$ cat src/rtl/pipeline_hazard_ctrl_pkg.sv
// -----------------------------------------------------------------------------
// pipeline_hazard_ctrl_pkg
// Shared types and defaults for the pipeline sequencing controller.
//   ctrl_state_t        : controller state (IDLE, RUN, DRAIN, HALTED)
//   REG_ADDR_W_DEF      : register-file address width
//   DRAIN_CYCLES_DEF    : bubble cycles needed to retire in-flight work on halt
// -----------------------------------------------------------------------------
package pipeline_hazard_ctrl_pkg;

    typedef enum logic [1:0] {
        ST_IDLE   = 2'd0,
        ST_RUN    = 2'd1,
        ST_DRAIN  = 2'd2,
        ST_HALTED = 2'd3
    } ctrl_state_t;

    localparam int REG_ADDR_W_DEF   = 5;
    localparam int DRAIN_CYCLES_DEF = 4;

endpackage

$ cat src/rtl/pipeline_hazard_ctrl_sat_counter.sv
// -----------------------------------------------------------------------------
// sat_counter
// Saturating up-counter used for the pipeline performance counters.
//   clk   : system clock
//   rst   : synchronous active-high clear
//   inc   : count one event this cycle
//   count : current value, sticks at all-ones instead of wrapping
// -----------------------------------------------------------------------------
module sat_counter #(
    parameter int WIDTH = 16
) (
    input  logic             clk,
    input  logic             rst,
    input  logic             inc,
    output logic [WIDTH-1:0] count
);

    logic [WIDTH-1:0] count_reg;

    always_ff @(posedge clk) begin
        if (rst) begin
            count_reg <= '0;
        end else if (inc && (count_reg != {WIDTH{1'b1}})) begin
            count_reg <= count_reg + WIDTH'(1);
        end
    end

    assign count = count_reg;

endmodule

$ cat src/rtl/pipeline_hazard_ctrl.sv
// -----------------------------------------------------------------------------
// pipeline_hazard_ctrl
// Central sequencing controller for the 5-stage pipeline. Produces the PC
// enable and every pipeline-register enable/flush from load-use, redirect and
// data-memory-wait conditions, and runs the IDLE/RUN/DRAIN/HALTED sequence.
//
// Inputs : clk, rst (sync, active high), enable (start, level), halt_req,
//          id_rs/id_rt/id_uses_rs/id_uses_rt (ID operand info),
//          ex_mem_read/ex_rt (load in EX), mem_branch/mem_zero/mem_jump
//          (control transfer resolved in MEM), dmem_wait (memory freeze)
// Outputs: pc_en, if_id_en/flush, id_ex_en/flush, ex_mem_en/flush, mem_wb_en,
//          running, halted, stall_cnt, flush_cnt (saturating)
//
// Enables and flushes are combinational so a hazard acts in the cycle it is
// seen; state, drain counter and perf counters are registered.
// -----------------------------------------------------------------------------
module pipeline_hazard_ctrl
    import pipeline_hazard_ctrl_pkg::*;
#(
    parameter int REG_ADDR_W   = REG_ADDR_W_DEF,
    parameter int DRAIN_CYCLES = DRAIN_CYCLES_DEF,
    parameter int CNT_W        = 16
) (
    input  logic                  clk,
    input  logic                  rst,
    input  logic                  enable,
    input  logic                  halt_req,
    input  logic [REG_ADDR_W-1:0] id_rs,
    input  logic [REG_ADDR_W-1:0] id_rt,
    input  logic                  id_uses_rs,
    input  logic                  id_uses_rt,
    input  logic                  ex_mem_read,
    input  logic [REG_ADDR_W-1:0] ex_rt,
    input  logic                  mem_branch,
    input  logic                  mem_zero,
    input  logic                  mem_jump,
    input  logic                  dmem_wait,
    output logic                  pc_en,
    output logic                  if_id_en,
    output logic                  if_id_flush,
    output logic                  id_ex_en,
    output logic                  id_ex_flush,
    output logic                  ex_mem_en,
    output logic                  ex_mem_flush,
    output logic                  mem_wb_en,
    output logic                  running,
    output logic                  halted,
    output logic [CNT_W-1:0]      stall_cnt,
    output logic [CNT_W-1:0]      flush_cnt
);

    localparam int DRAIN_W = (DRAIN_CYCLES < 1) ? 1 : $clog2(DRAIN_CYCLES + 1);

    ctrl_state_t        state_reg;
    logic [DRAIN_W-1:0] drain_reg;

    logic redirect;
    logic load_use;
    logic active;       // RUN or DRAIN: the pipeline is allowed to move
    logic advance;      // active and not frozen by data memory

    // ---------------------------------------------------------------------
    // Hazard detection. A load targeting $zero never creates a dependency.
    // ---------------------------------------------------------------------
    assign redirect = (mem_branch & mem_zero) | mem_jump;
    assign load_use = ex_mem_read & (ex_rt != '0) &
                      ((id_uses_rs & (id_rs == ex_rt)) |
                       (id_uses_rt & (id_rt == ex_rt)));

    assign active  = (state_reg == ST_RUN) || (state_reg == ST_DRAIN);
    assign advance = active && !dmem_wait;

    // ---------------------------------------------------------------------
    // Enable / flush generation. Priority: memory freeze, redirect, load-use.
    // During DRAIN the front end keeps injecting bubbles into IF/ID and the
    // PC is held, while the downstream stages behave exactly as in RUN.
    // ---------------------------------------------------------------------
    always_comb begin
        pc_en        = 1'b0;
        if_id_en     = 1'b0;
        if_id_flush  = 1'b0;
        id_ex_en     = 1'b0;
        id_ex_flush  = 1'b0;
        ex_mem_en    = 1'b0;
        ex_mem_flush = 1'b0;
        mem_wb_en    = 1'b0;

        if (advance) begin
            id_ex_en  = 1'b1;
            ex_mem_en = 1'b1;
            mem_wb_en = 1'b1;
            if (redirect) begin
                // Squash everything younger than MEM; load_use is moot.
                pc_en        = 1'b1;
                if_id_en     = 1'b1;
                if_id_flush  = 1'b1;
                id_ex_flush  = 1'b1;
                ex_mem_flush = 1'b1;
            end else if (load_use) begin
                // Hold PC and IF/ID, insert one bubble behind the load.
                id_ex_flush = 1'b1;
            end else begin
                pc_en    = 1'b1;
                if_id_en = 1'b1;
            end

            if (state_reg == ST_DRAIN) begin
                pc_en       = 1'b0;
                if_id_en    = 1'b1;
                if_id_flush = 1'b1;
            end
        end
    end

    assign running = (state_reg == ST_RUN);
    assign halted  = (state_reg == ST_HALTED);

    // ---------------------------------------------------------------------
    // Start / halt sequencer.
    // ---------------------------------------------------------------------
    always_ff @(posedge clk) begin
        if (rst) begin
            state_reg <= ST_IDLE;
            drain_reg <= '0;
        end else begin
            case (state_reg)
                ST_IDLE: begin
                    if (enable) begin
                        state_reg <= ST_RUN;
                    end
                end
                ST_RUN: begin
                    // A halt seen while frozen is acted on once memory is ready.
                    if (halt_req && !dmem_wait) begin
                        state_reg <= ST_DRAIN;
                        drain_reg <= DRAIN_W'(DRAIN_CYCLES);
                    end
                end
                ST_DRAIN: begin
                    if (!dmem_wait) begin
                        if (drain_reg <= DRAIN_W'(1)) begin
                            state_reg <= ST_HALTED;
                            drain_reg <= '0;
                        end else begin
                            drain_reg <= drain_reg - DRAIN_W'(1);
                        end
                    end
                end
                ST_HALTED: begin
                    if (!enable) begin
                        state_reg <= ST_IDLE;
                    end
                end
                default: begin
                    state_reg <= ST_IDLE;
                end
            endcase
        end
    end

    // ---------------------------------------------------------------------
    // Performance counters: [0] load-use stall cycles, [1] redirect events.
    // ---------------------------------------------------------------------
    logic [1:0]       cnt_inc;
    logic [CNT_W-1:0] cnt_val [2];

    assign cnt_inc[0] = advance && !redirect && load_use;
    assign cnt_inc[1] = advance && redirect;

    generate
        for (genvar gi = 0; gi < 2; gi++) begin : g_perf_cnt
            sat_counter #(
                .WIDTH(CNT_W)
            ) u_cnt (
                .clk   (clk),
                .rst   (rst),
                .inc   (cnt_inc[gi]),
                .count (cnt_val[gi])
            );
        end
    endgenerate

    assign stall_cnt = cnt_val[0];
    assign flush_cnt = cnt_val[1];

endmodule

$ cat config.mk
export PLATFORM = sky130hd
export DESIGN_NAME = pipeline_hazard_ctrl
export DESIGN_NICKNAME = d
export VERILOG_FILES = /design/src/rtl/pipeline_hazard_ctrl_pkg.sv /design/src/rtl/pipeline_hazard_ctrl_sat_counter.sv /design/src/rtl/pipeline_hazard_ctrl.sv
export SDC_FILE = /design/constraint.sdc
export NUM_CORES = 1
export LEC_CHECK = 0
export BUFFER_PORTS_ARGS = -buffer_cell sky130_fd_sc_hd__buf_2
export CAP_MARGIN = 20
export CORE_MARGIN = 2
export CORE_UTILIZATION = 56
export CTS_CLUSTER_SIZE = 28
export DETAILED_ROUTE_END_ITERATION = 8
export GPL_TIMING_DRIVEN = 0
export PLACE_DENSITY = 0.94
export SETUP_SLACK_MARGIN = 0.3
export SYNTH_ARGS = -nofsm -noshare
export SYNTH_HDL_FRONTEND = slang
export SYNTH_HIERARCHICAL = 1
export SYNTH_SLANG_ARGS = --single-unit
$ cat constraint.sdc
create_clock -name clk -period 6.8 [get_ports clk]
set_input_delay 0.34 -clock clk [delete_from_list [all_inputs] [get_ports clk]]
set_output_delay 0.34 -clock clk [all_outputs]
set_load 0.005 [all_outputs]
**Yosys cells after proc, flatten, opt, wreduce, memory -nomap -nowiden**

Index checks and enable logic that the tools add are counted.

- Output and inout port bits: 42
- Register bits after elaboration: 37
- Bits of input ports: 26
- Logic and storage cells: 66

- Magnitude comparators: 1
- Bitwise gates (word level): 7
- Reduce and logical (&&, ||, !) cells: 15
- Equal/unequal tests: 12
- $add $sub $neg: 3
- Mux-type cells: 24

Operators by type and width:

| operator | number |
|---|---|
| $add 16x1->16 const B | 2 |
| $ne 16x16->1 const B | 2 |
| $mux 1 | 14 |
| $eq 5x5->1 | 2 |
| $mux 2 | 5 |
| $mux 3 | 3 |
| $pmux 2 s4 | 1 |
| $logic_and 1x1->1 | 7 |
| $ne 2x2->1 const B | 3 |
| $pmux 3 s2 | 1 |
| $and 1x1->1 | 5 |
| $reduce_and 5->1 | 1 |
| $reduce_bool 5->1 | 1 |
| $eq 2x2->1 const B | 2 |
| $ne 2x1->1 const B | 2 |
| $le 3x1->1 const B | 1 |
| $reduce_and 3->1 | 1 |
| $sub 3x1->3 const B | 1 |
| $eq 2x1->1 const B | 1 |
| $logic_not 1->1 | 2 |
| $logic_not 2->1 | 1 |
| $or 1x1->1 | 2 |
| $reduce_bool 2->1 | 1 |
| $logic_or 1x1->1 | 1 |

**Depth between registers and ports, before layout**

Gate-level depths: netlist (run 1).

- Word-level depth: 8
- Depth in mapped cells: 9
- Gate-level depth less buffers: 9

**Modules after synthesis**

Netlist (run 1), hierarchy kept.

By module, submodules not included:

| module | area each (µm²) | cells each | times used | seq. area each (µm²) |
|---|---|---|---|---|
| sat_counter | 848.3 | 99 | 2 | 320.3 |
| pipeline_hazard_ctrl | 589.3 | 73 | 1 | 100.1 |

**Worst setup path after synthesis (run 1)**

Ideal clock, no wire load.

- Kind: register to register
- Start point: register state_reg[0]
- End point: register g_perf_cnt[0].u_cnt.count_reg[7]
- Arrival: 2.453 ns
- Slack: 4.276 ns
- Cell stages (with the launch flop): 9
- Path through: dfxtp_1 > inv_1 > ha_1 > nand2b_1 > nor4b_1 > nand2_1 > clkbuf_1 > or4_1 > a21oi_1

- Longest elaborated chain between the ends: 6
- Elaborated cells on any way between the ends: 7

Ends and longest elaborated chain:

| what | line | text |
|---|---|---|
| from (decl) | pipeline_hazard_ctrl.sv:54 | `ctrl_state_t state_reg;` |
| from (signal assigned) | pipeline_hazard_ctrl.sv:123 | `state_reg <= ST_IDLE;` |
| from (signal assigned) | pipeline_hazard_ctrl.sv:129 | `state_reg <= ST_RUN;` |
| from (signal assigned) | pipeline_hazard_ctrl.sv:135 | `state_reg <= ST_DRAIN;` |
| $eq 2x1->1 or $eq 2x2->1 (tied branches) | pipeline_hazard_ctrl.sv:70 | `assign active = (state_reg == ST_RUN) \|\| (state_reg == ST_DRAIN);` |
| $logic_or 1x1->1 (*) | pipeline_hazard_ctrl.sv:70 |  |
| $logic_and 1x1->1 (*) | pipeline_hazard_ctrl.sv:71 | `assign advance = active && !dmem_wait;` |
| $logic_and 1x1->1 (*) (2 in a row) | pipeline_hazard_ctrl.sv:167 | `assign cnt_inc[0] = advance && !redirect && load_use;` |
| via cnt_inc[0] | pipeline_hazard_ctrl.sv:164 | `logic [1:0] cnt_inc;` |
| $logic_and 1x1->1 (*) | pipeline_hazard_ctrl_sat_counter.sv:23 | `end else if (inc && (count_reg != {WIDTH{1'b1}})) begin` |
| to (signal assigned) | pipeline_hazard_ctrl_sat_counter.sv:24 | `count_reg <= count_reg + WIDTH'(1);` |
| to (decl) | pipeline_hazard_ctrl_sat_counter.sv:18 | `logic [WIDTH-1:0] count_reg;` |

The timed path passes the listed nets; every way through them passes the cells marked *.
A chain may end at the register's enable or synchronous reset.

**Worst setup path in the final report (run 1)**

- Start point: register state_reg[0]
- End point: register g_perf_cnt[0].u_cnt.count_reg[9]

The elaborated chain is that of the path after synthesis.

==> impl_results.md, run 1 <==
- Post-CTS Resized: 0
- # nets final: 381
- Initial Util: 57.6%
- Clock Latency Late Sink: 0.30 ns
- Kind of critical path: reg2reg
- Critical Path RT: 7.02 ns
- Largest net degree at the start of global routing: 12
- Routed wire length: 5550 um
- Sequential cell area: 741 um^2
- Post-Syn Area: 0.00229 mm^2
- Status: completed
- Die area: 0.00461 mm^2
- Leakage: 0.00114 uW
- TritonCTS Buffers: 5
- Pwr/cell area: 199 mW/mm^2
- Die W: 67.9 um
- Fillers: 329
- Vias per cell: 6.02
- Post-Place Cells: 388
- Wire per inst: 14.0 um
- WP buf/inv: 3
- Slew HR: 59.1%
- Initial antenna violation count: 0
- Final min period: 2.68 ns
- # port buffers: 67
- Worst-path clk slew: 0.08 ns
- Area of the multi-input gates: 0.00145 mm^2
- CTS tree: built
- CTS Sinks: 37
- Max-Cap Viols: 0
- Total number of vias: 2391
- Fin area: 0.00279 mm^2
- Vias in the first global route: 2158
- # DRC: 0
- Drt pass-1 iters: 4
- F_max: 373 MHz
- Global Route Usage Sum: 24.9%
- Hold Path Class: in2reg
- Syn. warnings: 6
- Max IR drop VDD: 182 uV
- Num rows: 23
- HPWL Detailed: 4150 um
- Worst-path fanout max: 10
- Syn_area_per_cell: 8.44 um^2
- Clock skew: 0.0106 ns
- Worst-Margin Slew: 0.605 ns
- CP peak stage delay: 0.50 ns
- CP cell instances: inv_1 -> ha_1 -> nand2b_1 -> nor4b_1 -> clkbuf_2 -> nand2_1 -> clkbuf_1 -> or4_1 -> a21oi_1
- Num ports: 68
- Unrepaired setup endpoints after global routing: false
- Post-layout util: 70.3%
- Syn nets: 306
- Post-layout instance count excluding filler cells: 397
- 1st-iter DRT viols: 183
- Total grt overflow: 0
- Fin. Hold Viols: 0
- Top delay family on crit path: simple AND/OR/NAND/NOR gates
- Core ar.: 0.00397 mm^2
- Setup Fix Bufs, Post-CTS: 0
- Final Setup Violations: 0
- Layout cells sized above 1: 27.1%
- Hold-fix buffers, CTS: 0
- Root Buffer: clkbuf_8
- Register area share after synthesis: 32.4%
- Synth Register Bits: 37
- CP endpoint kind: register
- Max Slew Vio Count: 0
- Total negative slack: 0 ns
- Max reg flops: 32
- Max Root-Sink Buffers: 2
- Area grow syn2layout: 22.1%
- Post-DRT Antenna Nets: 0
- Die Ht: 67.9 um
- First-pass GRT wire length: 8800 um
- Ys flop type: dfxtp_1
- Post-synth EDFFs: 0
- Fin crit share: 39.4%
- Placement-stage cell area: 0.00268 mm^2
- Async set-or-reset flop fraction in the synthesized netlist: 0%
- Final hold slack: 0.294 ns
- Worst EP arrival: 2.91 ns
- Antenna cell count: 0
- CP max stage cell: or4_1
- Post-synth cell types: 46
- Routability Congestion: 0.866
- Nature of the critical path startpoint: register
- CTS HTree Levels: 2
- Synth Instances: 271
==> Yosys cell counts (all sizes together) (3+ instances only) <==
| cell type | instances | area (um^2) |
|---|---|---|
| nand3 | 12 | 60.1 |
| buf | 6 | 32.5 |
| nor3 | 8 | 40.0 |
| or4 | 17 | 128 |
| clkbuf | 4 | 15.0 |
| nand3b | 3 | 22.5 |
| inv | 13 | 48.8 |
| ha | 9 | 113 |
| or3 | 6 | 37.5 |
| dfxtp | 37 | 741 |
| a21o | 3 | 22.5 |
| and4 | 6 | 52.6 |
| nor2b | 5 | 31.3 |
| a21oi | 25 | 125 |
| nand2 | 18 | 72.6 |
| nor4 | 6 | 67.6 |
| nor2 | 16 | 62.6 |
| mux2i | 4 | 40.0 |
| o31ai | 12 | 90.1 |
| o21ai | 12 | 63.8 |
| o21a | 3 | 22.5 |
| xnor2 | 14 | 123 |
| nand4 | 11 | 98.8 |
==> report_power, final <==
part	switching (uW)	internal [uW]	leakage [uW]
Combinational	80.2	69.2	0.000786
Clock	80.4	91.6	0.0000542
Sequential	9.19	226	0.000299
==> cells by family after synthesis <==
logic type                 Yosys count  synth area share [%]
and+or+nand+nor                    116                  32.1
AOI/OAI and AO/OA                   66                  18.3
DFF                                 37                  32.4
buffers and inverters               23                  4.21
xor gates and xnor gates            14                  5.36
adders and majority gates            9                  4.93
muxes                                6                  2.74
==> layout make-up <==
cell class / instances / share of cell area (%)
Timing Repair Buffer: 68 / 12.2
Tap cell: 50 / 2.24
Clock inverter: 1 / 0.179
Multi-Input combinational cell: 211 / 51.9
Clock buffer: 7 / 3.45
Buffer: 10 / 1.70
Sequential cell: 37 / 26.5
Inverter: 13 / 1.75
==> per-stage QoR <==
step           worst slack [ns]  power (uW)
2_1_floorplan              4.28         336
3_3_place_gp               3.65         383
3_5_place_dp               3.62         389
4_1_cts                    3.71         560
5_1_grt                    3.87         587
6_report                   4.12         557
==> path summary, 6_finish.rpt <==
path                start                           end  slack [ns]  cells past startpoint
max reg2reg  state_reg[0]  g_perf_cnt[0].u_cnt/count[9]        4.12                      9
min                   rst                  drain_reg[1]        0.29                      2
max          state_reg[0]  g_perf_cnt[0].u_cnt/count[9]        4.12                      9
min reg2reg  drain_reg[1]                  drain_reg[1]        0.48                      2
==> worst reg2reg max path: cells and delay by family, from the launching register on <==
kind	cells	cell delay, ns
AO/OA/AOI/OAI	1	0.15
adder cells (fa/ha/maj)	1	0.31
flip-flops	1	0.39
AND/OR/NAND/NOR	4	1.19
buffers and inverters	3	0.58
==> routing by layer <==
metal | wire (um) | share of wire [%] | GRT usage (%)
met4 | 58 | 1.0 | 9.00
met1 | 2260 | 41 | 27.0
met2 | 2830 | 51 | 46.4
met3 | 403 | 7.3 | 6.25
met5 | 0 | 0 | 0
==> layout by cell type (no fill, tap or decap), types with 3 or more instances in the layout <==
master and instances:
mux2i_1 4, a21o_1 3, nand2_1 16, clkbuf_1 4, or4_1 17, and4_1 6, xnor2_1 14, inv_1 13
clkbuf_8 7, ha_1 9, nor3_1 8, nor2b_1 5, a21oi_1 25, nand4_1 9, buf_2 69, o21ai_0 10
nand3b_1 3, nor4_1 4, o21a_1 3, nand3_1 12, dfxtp_1 37, nor2_1 15, or3_1 6, o31ai_1 12
No activity file was read; power rests on OpenSTA's default activity.
==> run 2, diff against run 1 <==
--- a/config.mk
+++ b/config.mk
@@ -8,11 +8,11 @@
 export BUFFER_PORTS_ARGS = -buffer_cell sky130_fd_sc_hd__buf_2
 export CAP_MARGIN = 20
 export CORE_MARGIN = 2
-export CORE_UTILIZATION = 56
+export CORE_UTILIZATION = 52
 export CTS_CLUSTER_SIZE = 28
 export DETAILED_ROUTE_END_ITERATION = 8
 export GPL_TIMING_DRIVEN = 0
-export PLACE_DENSITY = 0.94
+export PLACE_DENSITY = 0.88
 export SETUP_SLACK_MARGIN = 0.3
 export SYNTH_ARGS = -nofsm -noshare
 export SYNTH_HDL_FRONTEND = slang
==> constraint.sdc (replaced) <==
create_clock -name clk -period 2.55 [get_ports clk]
set_input_delay 0.1275 -clock clk [delete_from_list [all_inputs] [get_ports clk]]
set_output_delay 0.1275 -clock clk [all_outputs]
set_load 0.005 [all_outputs]
==> run 2 against run 1 <==
  * Wire length grew 1.4%
  * Clock power grew 130%
  * Critical path type unchanged
  * Sequential share of layout area shrank 0.38 points
  * Largest cell class unchanged
  * Global-route usage shrank 2.2 points
  * Sequential power grew to 2.7 times the previous value
  * Highest routed layer unchanged
  * Core utilization shrank 3.9 points
  * Combinational power grew to 3.1 times the previous value
  * First-iteration DRC count shrank 20%
  * Fmax grew 26%
==> impl_results.md, run 2 (synthesis gave the netlist of run 1 again) <==
- Status: completed
- Layout cells sized above 1: 30.9% (+3.9 points)
- Final WS setup: 0.422 ns (-3.70 ns)
- Hold Path Class: in2reg
- Max-Cap Viols: 0 (unchanged)
- Switching power: 481 uW (+180%)
- Antenna cell count: 0 (unchanged)
- Clock Latency Late Sink: 0.29 ns (about the same)
- Num ports: 68 (unchanged)
- Total grt overflow: 0 (unchanged)
- Largest net degree at the start of global routing: 13 (+1)
- Internal power: 1010 uW (+160%)
- Most common cell after layout, fill and taps aside: buf_2
- Met2 global-route usage: 38.7% (-7.8 points)
- HPWL Detailed: 4120 um (-0.72%)
- Worst-path fanout max: 5 (-5)
- Total negative slack: 0 ns (unchanged)
- Vias per cell: 5.96 (-1.0%)
- Final min period: 2.13 ns (-0.554 ns)
- Die Ht: 70.3 um (+3.5%)
- Total number of vias: 2391 (unchanged)
- Fin. Hold Viols: 0 (unchanged)
- Fin crit share: 83.5% (+44 points)
- RR Startpoint: state_reg[0]
- Num rows: 24 (+4.3%)
- CP endpoint kind: register
- Dpl ws: 0.000684 ns (-3.62 ns)
- F_max: 470 MHz (+26%)
- Area grow syn2layout: 24.7%
- First-pass GRT wire length: 9370 um (+6.5%)
- Seq pwr share: 42.5% (+0.2 points)
- Initial antenna violation count: 0 (unchanged)
- Most frequent cells in the layout: buf_2 (69), dfxtp_1 (35), a21oi_1 (25)
- CP cell instances: inv_2 -> ha_4 -> nand2b_4 -> nor4b_4 -> buf_4 -> and4_1 -> o41ai_2 -> or3_1 -> a21oi_1
- Core ar.: 0.00429 mm^2 (+8.1%)
- Beginning of the worst hold path: rst
- Global Route Usage Sum: 22.7% (-2.2 points)
- Worst EP arrival: 2.34 ns (-0.57 ns)
- GRT met3 Usage: 5.77% (-0.48 points)
- # nets final: 383 (+0.52%)
- Routed wire length: 5620 um (+1.4%)
- Root Buffer: clkbuf_8
- 1st-iter DRT viols: 147 (-20%)
- Top delay family on crit path: simple AND/OR/NAND/NOR gates
- Post-DRT Antenna Nets: 0 (unchanged)
- Nature of the critical path startpoint: register
- Routability Congestion: 0.820 (-5.3%)
- Critical Path RT: 2.76 ns (-4.26 ns)
- Clock Power Share: 26.8% (-4.1 points)
- Wire per inst: 14.0 um (+0.36%)
- Leakage: 0.00116 uW (+1.7%)
- Max Root-Sink Buffers: 2 (unchanged)
- Final hold slack: 0.0894 ns (-0.205 ns)
- CTS tree: built
- CP peak stage delay: 0.37 ns (-0.13 ns)
- Slew HR: 58.6% (-0.49 points)
- Max IR drop VDD: 258 uV (+41%)
- Max Slew Vio Count: 0 (unchanged)
- Crit. Startpoint: state_reg[0]
- Vias in the first global route: 2140 (-0.83%)
- Max reg flops: 32 (unchanged)
- GRT met1 Usage: 28.0% (+1.0 points)
- Initial Util: 53.2% (-4.3 points)
- Gr busiest metal: met2
- # port buffers: 67 (unchanged)
- WP buf/inv: 2 (-1)
- Unrepaired setup endpoints after global routing: true
- WHS Path Cells: 2 (unchanged)
- Hold-fix buffers, CTS: 0 (unchanged)
- Worst-Margin Slew: 0.612 ns (+0.00719 ns)
- Pwr/cell area: 524 mW/mm^2 (+160%)
- R2R cell count: 9 (unchanged)
- CTS HTree Levels: 2 (unchanged)
- TritonCTS Buffers: 5 (unchanged)
- Worst-path clk slew: 0.07 ns (about the same)
- Fillers: 359 (+9.1%)
- Kind of critical path: reg2reg
- Die W: 70.3 um (+3.5%)
- Logic pwr share: 30.7% (+3.9 points)
- Final Setup Violations: 0 (unchanged)
- Sw frac: 32.2% (+1.7 points)
- Die area: 0.00494 mm^2 (+7.2%)
- CP max stage cell: dfxtp_4
- # DRC: 0 (unchanged)
- Crit. path cell count: 9 (unchanged)
- CTS Sinks: 37 (unchanged)
- Drt pass-1 iters: 4 (unchanged)
- Clock skew: 0.0104 ns (-0.000229 ns)
[run 2: changes by cell type in the layout (fill, tap and decap cells not counted), sizes merged]
cell / previous run / this run
buf: 73 / 77
clkbuf: 12 / 8
clkinv: 1 / 2
clkinvlp: 0 / 1
[run 2: layout make-up]
type	count	area, um^2	area share [%]
plain buffers	10	52.6	1.84
clock buffers	5	68.8	2.41
clock inverters	3	17.5	0.615
inverters	13	48.8	1.71
multi-input cells	211	1490	52.4
flip-flops and latches	37	746	26.2
well taps	52	65.1	2.28
repair buffers	70	358	12.6
[run 2: routing by layer]
layer,wire length [um],up-vias
li1,-,1187
met1,2550,1131
met2,2720,66
met3,310,7
met4,47,0
met5,0,-
[run 2: power by group through the flow]
stage / Combinational (uW) / Clock (uW) / Sequential (uW)
after floorplan: 266 / 0 / 635
after CTS: 429 / 412 / 628
final: 459 / 400 / 635
after global placement: 385 / 0 / 638
after detailed placement: 404 / 0 / 640
after global routing: 505 / 445 / 639
[run 2: path summary, 6_finish.rpt]
kind                                        to  slack, ns
setup reg to reg  g_perf_cnt[0].u_cnt/count[6]       0.42
hold reg to reg                   drain_reg[1]       0.48
setup / recovery  g_perf_cnt[0].u_cnt/count[6]       0.42
hold / removal                    state_reg[1]       0.09
[run 2: stage by stage]
stage,instance area (um^2),instances,power (uW),utilization (%)
2_1_floorplan,2300,271,900,-
3_3_place_gp,2700,390,1020,62.9
3_5_place_dp,2700,390,1040,62.9
4_1_cts,2830,401,1470,65.8
5_1_grt,2850,401,1590,66.4
6_report,2850,401,1490,66.4
[run 2: repair_timing]
item | CTS | global route
gates resized for setup | 9 | 7
setup endpoints to repair | 22 | 16
setup buffers | 3 | 0
pin swaps | 1 | 0
==> run 3, diff against run 2 <==
==> constraint.sdc (replaced) <==
create_clock -name clk -period 2 [get_ports clk]
set_input_delay 0.1 -clock clk [delete_from_list [all_inputs] [get_ports clk]]
set_output_delay 0.1 -clock clk [all_outputs]
set_load 0.005 [all_outputs]
==> run 3 against run 2 <==
  * The flow now finishes with violations (setup timing)
  * Clock power is 74% higher
  * Non-clock buffer count is 26 higher
  * Clock skew hardly changed
  * Wire length is 43% higher
  * Final cell count is 6.5% higher
  * Critical endpoint is now g_perf_cnt[0].u_cnt/count[3]
  * Highest routed layer unchanged
==> impl_results.md, run 3 (synthesis gave the netlist of run 1 again) <==
- Status: finished with violations
- Failing checks: setup timing
- Largest net degree at the start of global routing: 13 (unchanged)
- Fin. Hold Viols: 0 (unchanged)
- Pwr/cell area: 719 mW/mm^2 (+37%)
- R2r endpoint: g_perf_cnt[0].u_cnt/count[3]
- Post-layout util: 78.8% (+12 points)
- HPWL Detailed: 4190 um (+1.7%)
- CP max stage cell: or4_1
- RR Startpoint: state_reg[0]
- Num ports: 68 (unchanged)
- Vias in the first global route: 2408 (+13%)
- Final WS setup: -0.184 ns (-0.606 ns)
- Post-layout instance count excluding filler cells: 427 (+6.5%)
- Critical Path RT: 2.22 ns (-0.54 ns)
- Total grt overflow: 0 (unchanged)
- Vias per cell: 6.54 (+9.7%)
- Most Frequent Cell on Critical Path: buf_4
- Wire per inst: 18.8 um (+34%)
- Drt pass-1 iters: 5 (+1)
- First-pass GRT wire length: 11200 um (+19%)
- Layout cells sized above 1: 46.1% (+15 points)
- Routability Congestion: 0.844 (+2.9%)
- Root Buffer: clkbuf_8
- Fin crit share: 109% (+26 points)
- Top delay family on crit path: simple AND/OR/NAND/NOR gates
- Post-Place Cells: 390 (unchanged)
- Final min period: 2.18 ns (+0.0560 ns)
- Max IR drop VDD: 472 uV (+83%)
- Slack of the worst reg-to-reg path: -0.18 ns (-0.61 ns)
- Area grow syn2layout: 48.1%
- Hold endpoint: drain_reg[1]
- Crit. Startpoint: state_reg[0]
- Die area: 0.00494 mm^2 (unchanged)
- Worst-path fanout max: 5 (unchanged)
- Clock Latency Late Sink: 0.30 ns (about the same)
- F_max: 458 MHz (-2.6%)
- Unrepaired setup endpoints after global routing: true
- Most frequent cells in the layout: buf_2 (64), dfxtp_1 (34), buf_4 (24)
- Clock skew: 0.0103 ns (-0.000107 ns)
- CP peak stage delay: 0.40 ns (+0.03 ns)
- CTS tree: built
- Die Ht: 70.3 um (unchanged)
- Num rows: 24 (unchanged)
- Max Slew Vio Count: 0 (unchanged)
- Post-DRT Antenna Nets: 0 (unchanged)
- Worst-path clk slew: 0.08 ns (about the same)
- WHS Path Cells: 2 (unchanged)
- R2R cell count: 10 (+1)
- Antenna cell count: 0 (unchanged)
- Nature of the critical path startpoint: register
- # port buffers: 67 (unchanged)
- CTS Sinks: 37 (unchanged)
- Max-Cap Viols: 0 (unchanged)
- Routed wire length: 8030 um (+43%)
- CP cell instances: inv_2 -> ha_4 -> nand2b_4 -> nor4b_4 -> buf_4 -> buf_4 -> buf_6 -> inv_4 -> or4_1 -> a21oi_1
- Leakage: 0.00136 uW (+18%)
- Kind of critical path: reg2reg
- Core ar.: 0.00429 mm^2 (unchanged)
- Hold-fix buffers, CTS: 0 (unchanged)
- Initial Util: 53.2% (unchanged)
- Total number of vias: 2792 (+17%)
- Max reg flops: 32 (unchanged)
- Global Route Usage Sum: 27.7% (+5.1 points)
- Worst-Margin Slew: 0.670 ns (+0.0577 ns)
- CTS HTree Levels: 2 (unchanged)
- Die W: 70.3 um (unchanged)
- TritonCTS Buffers: 5 (unchanged)
- # nets final: 409 (+6.8%)
- Dpl ws: -0.286 ns (-0.286 ns)
- Worst EP arrival: 2.41 ns (+0.07 ns)
- Hold Path Class: in2reg
- Slew HR: 55.3% (-3.3 points)
- # DRC: 0 (unchanged)
- WP buf/inv: 5 (+3)
- CP endpoint kind: register
- Final Setup Violations: 24 (+24)
- Initial antenna violation count: 0 (unchanged)
- Max Root-Sink Buffers: 2 (unchanged)
- Beginning of the worst hold path: rst
- Most common cell after layout, fill and taps aside: buf_2
- 1st-iter DRT viols: 233 (+59%)
-- run 3: final cells by class --
class	count	area (um^2)
multi-input combinational	211	1720
fill	267	910
sequential	37	744
timing repair buffer	96	602
clock buffer	6	82.6
buffer	10	73.8
tap	52	65.1
inverter	13	56.3
clock inverter	2	37.5
-- run 3: through the flow --
| stage | hold WS [ns] | setup TNS [ns] | instance area [um^2] | total power, uW |
|---|---|---|---|---|
| 4_1_cts | 0.0543 | -0.106 | 3160 | 2230 |
| 5_1_grt | 0.0588 | -3.51 | 3380 | 2520 |
| 2_1_floorplan | 0.162 | 0 | 2370 | 1210 |
| 6_report | 0.0534 | -1.83 | 3380 | 2430 |
| 3_5_place_dp | 0.366 | -3.46 | 2770 | 1400 |
| 3_3_place_gp | 0.367 | -2.21 | 2770 | 1370 |
-- run 3: repair_timing --
| item | CTS | global route |
|---|---|---|
| setup endpoints to repair | 34 | 41 |
| pin swaps | 19 | 17 |
| buffers inserted | 21 | 8 |
| resized for setup | 28 | 38 |
-- run 3: how the worst max path moves through the flow --
stage	endpoint	slack, ns	cells past startpoint
6_report	g_perf_cnt[0].u_cnt/count[3]	-0.18	10
5_1_grt	g_perf_cnt[0].u_cnt/count[3]	-0.27	10
4_1_cts	g_perf_cnt[0].u_cnt/count[10]	-0.07	9
3_5_place_dp	g_perf_cnt[0].u_cnt/count[11]	-0.29	8
3_3_place_gp	g_perf_cnt[0].u_cnt/count[11]	-0.24	8
2_1_floorplan	g_perf_cnt[0].u_cnt/count[11]	0.04	7
-- run 3: routing by layer --
metal  GRT usage [%]  vias to the layer above  wire (um)
met3            5.48                       41        711
met5               0                        -          0
met4            9.40                        0        258
met1            33.5                     1314       3050
li1                -                     1230          -
met2            48.6                      207       4010
-- run 3: report_power, final --
part           switching (uW)  internal [uW]
clock network             290            406
registers                31.5            773
logic                     435            498
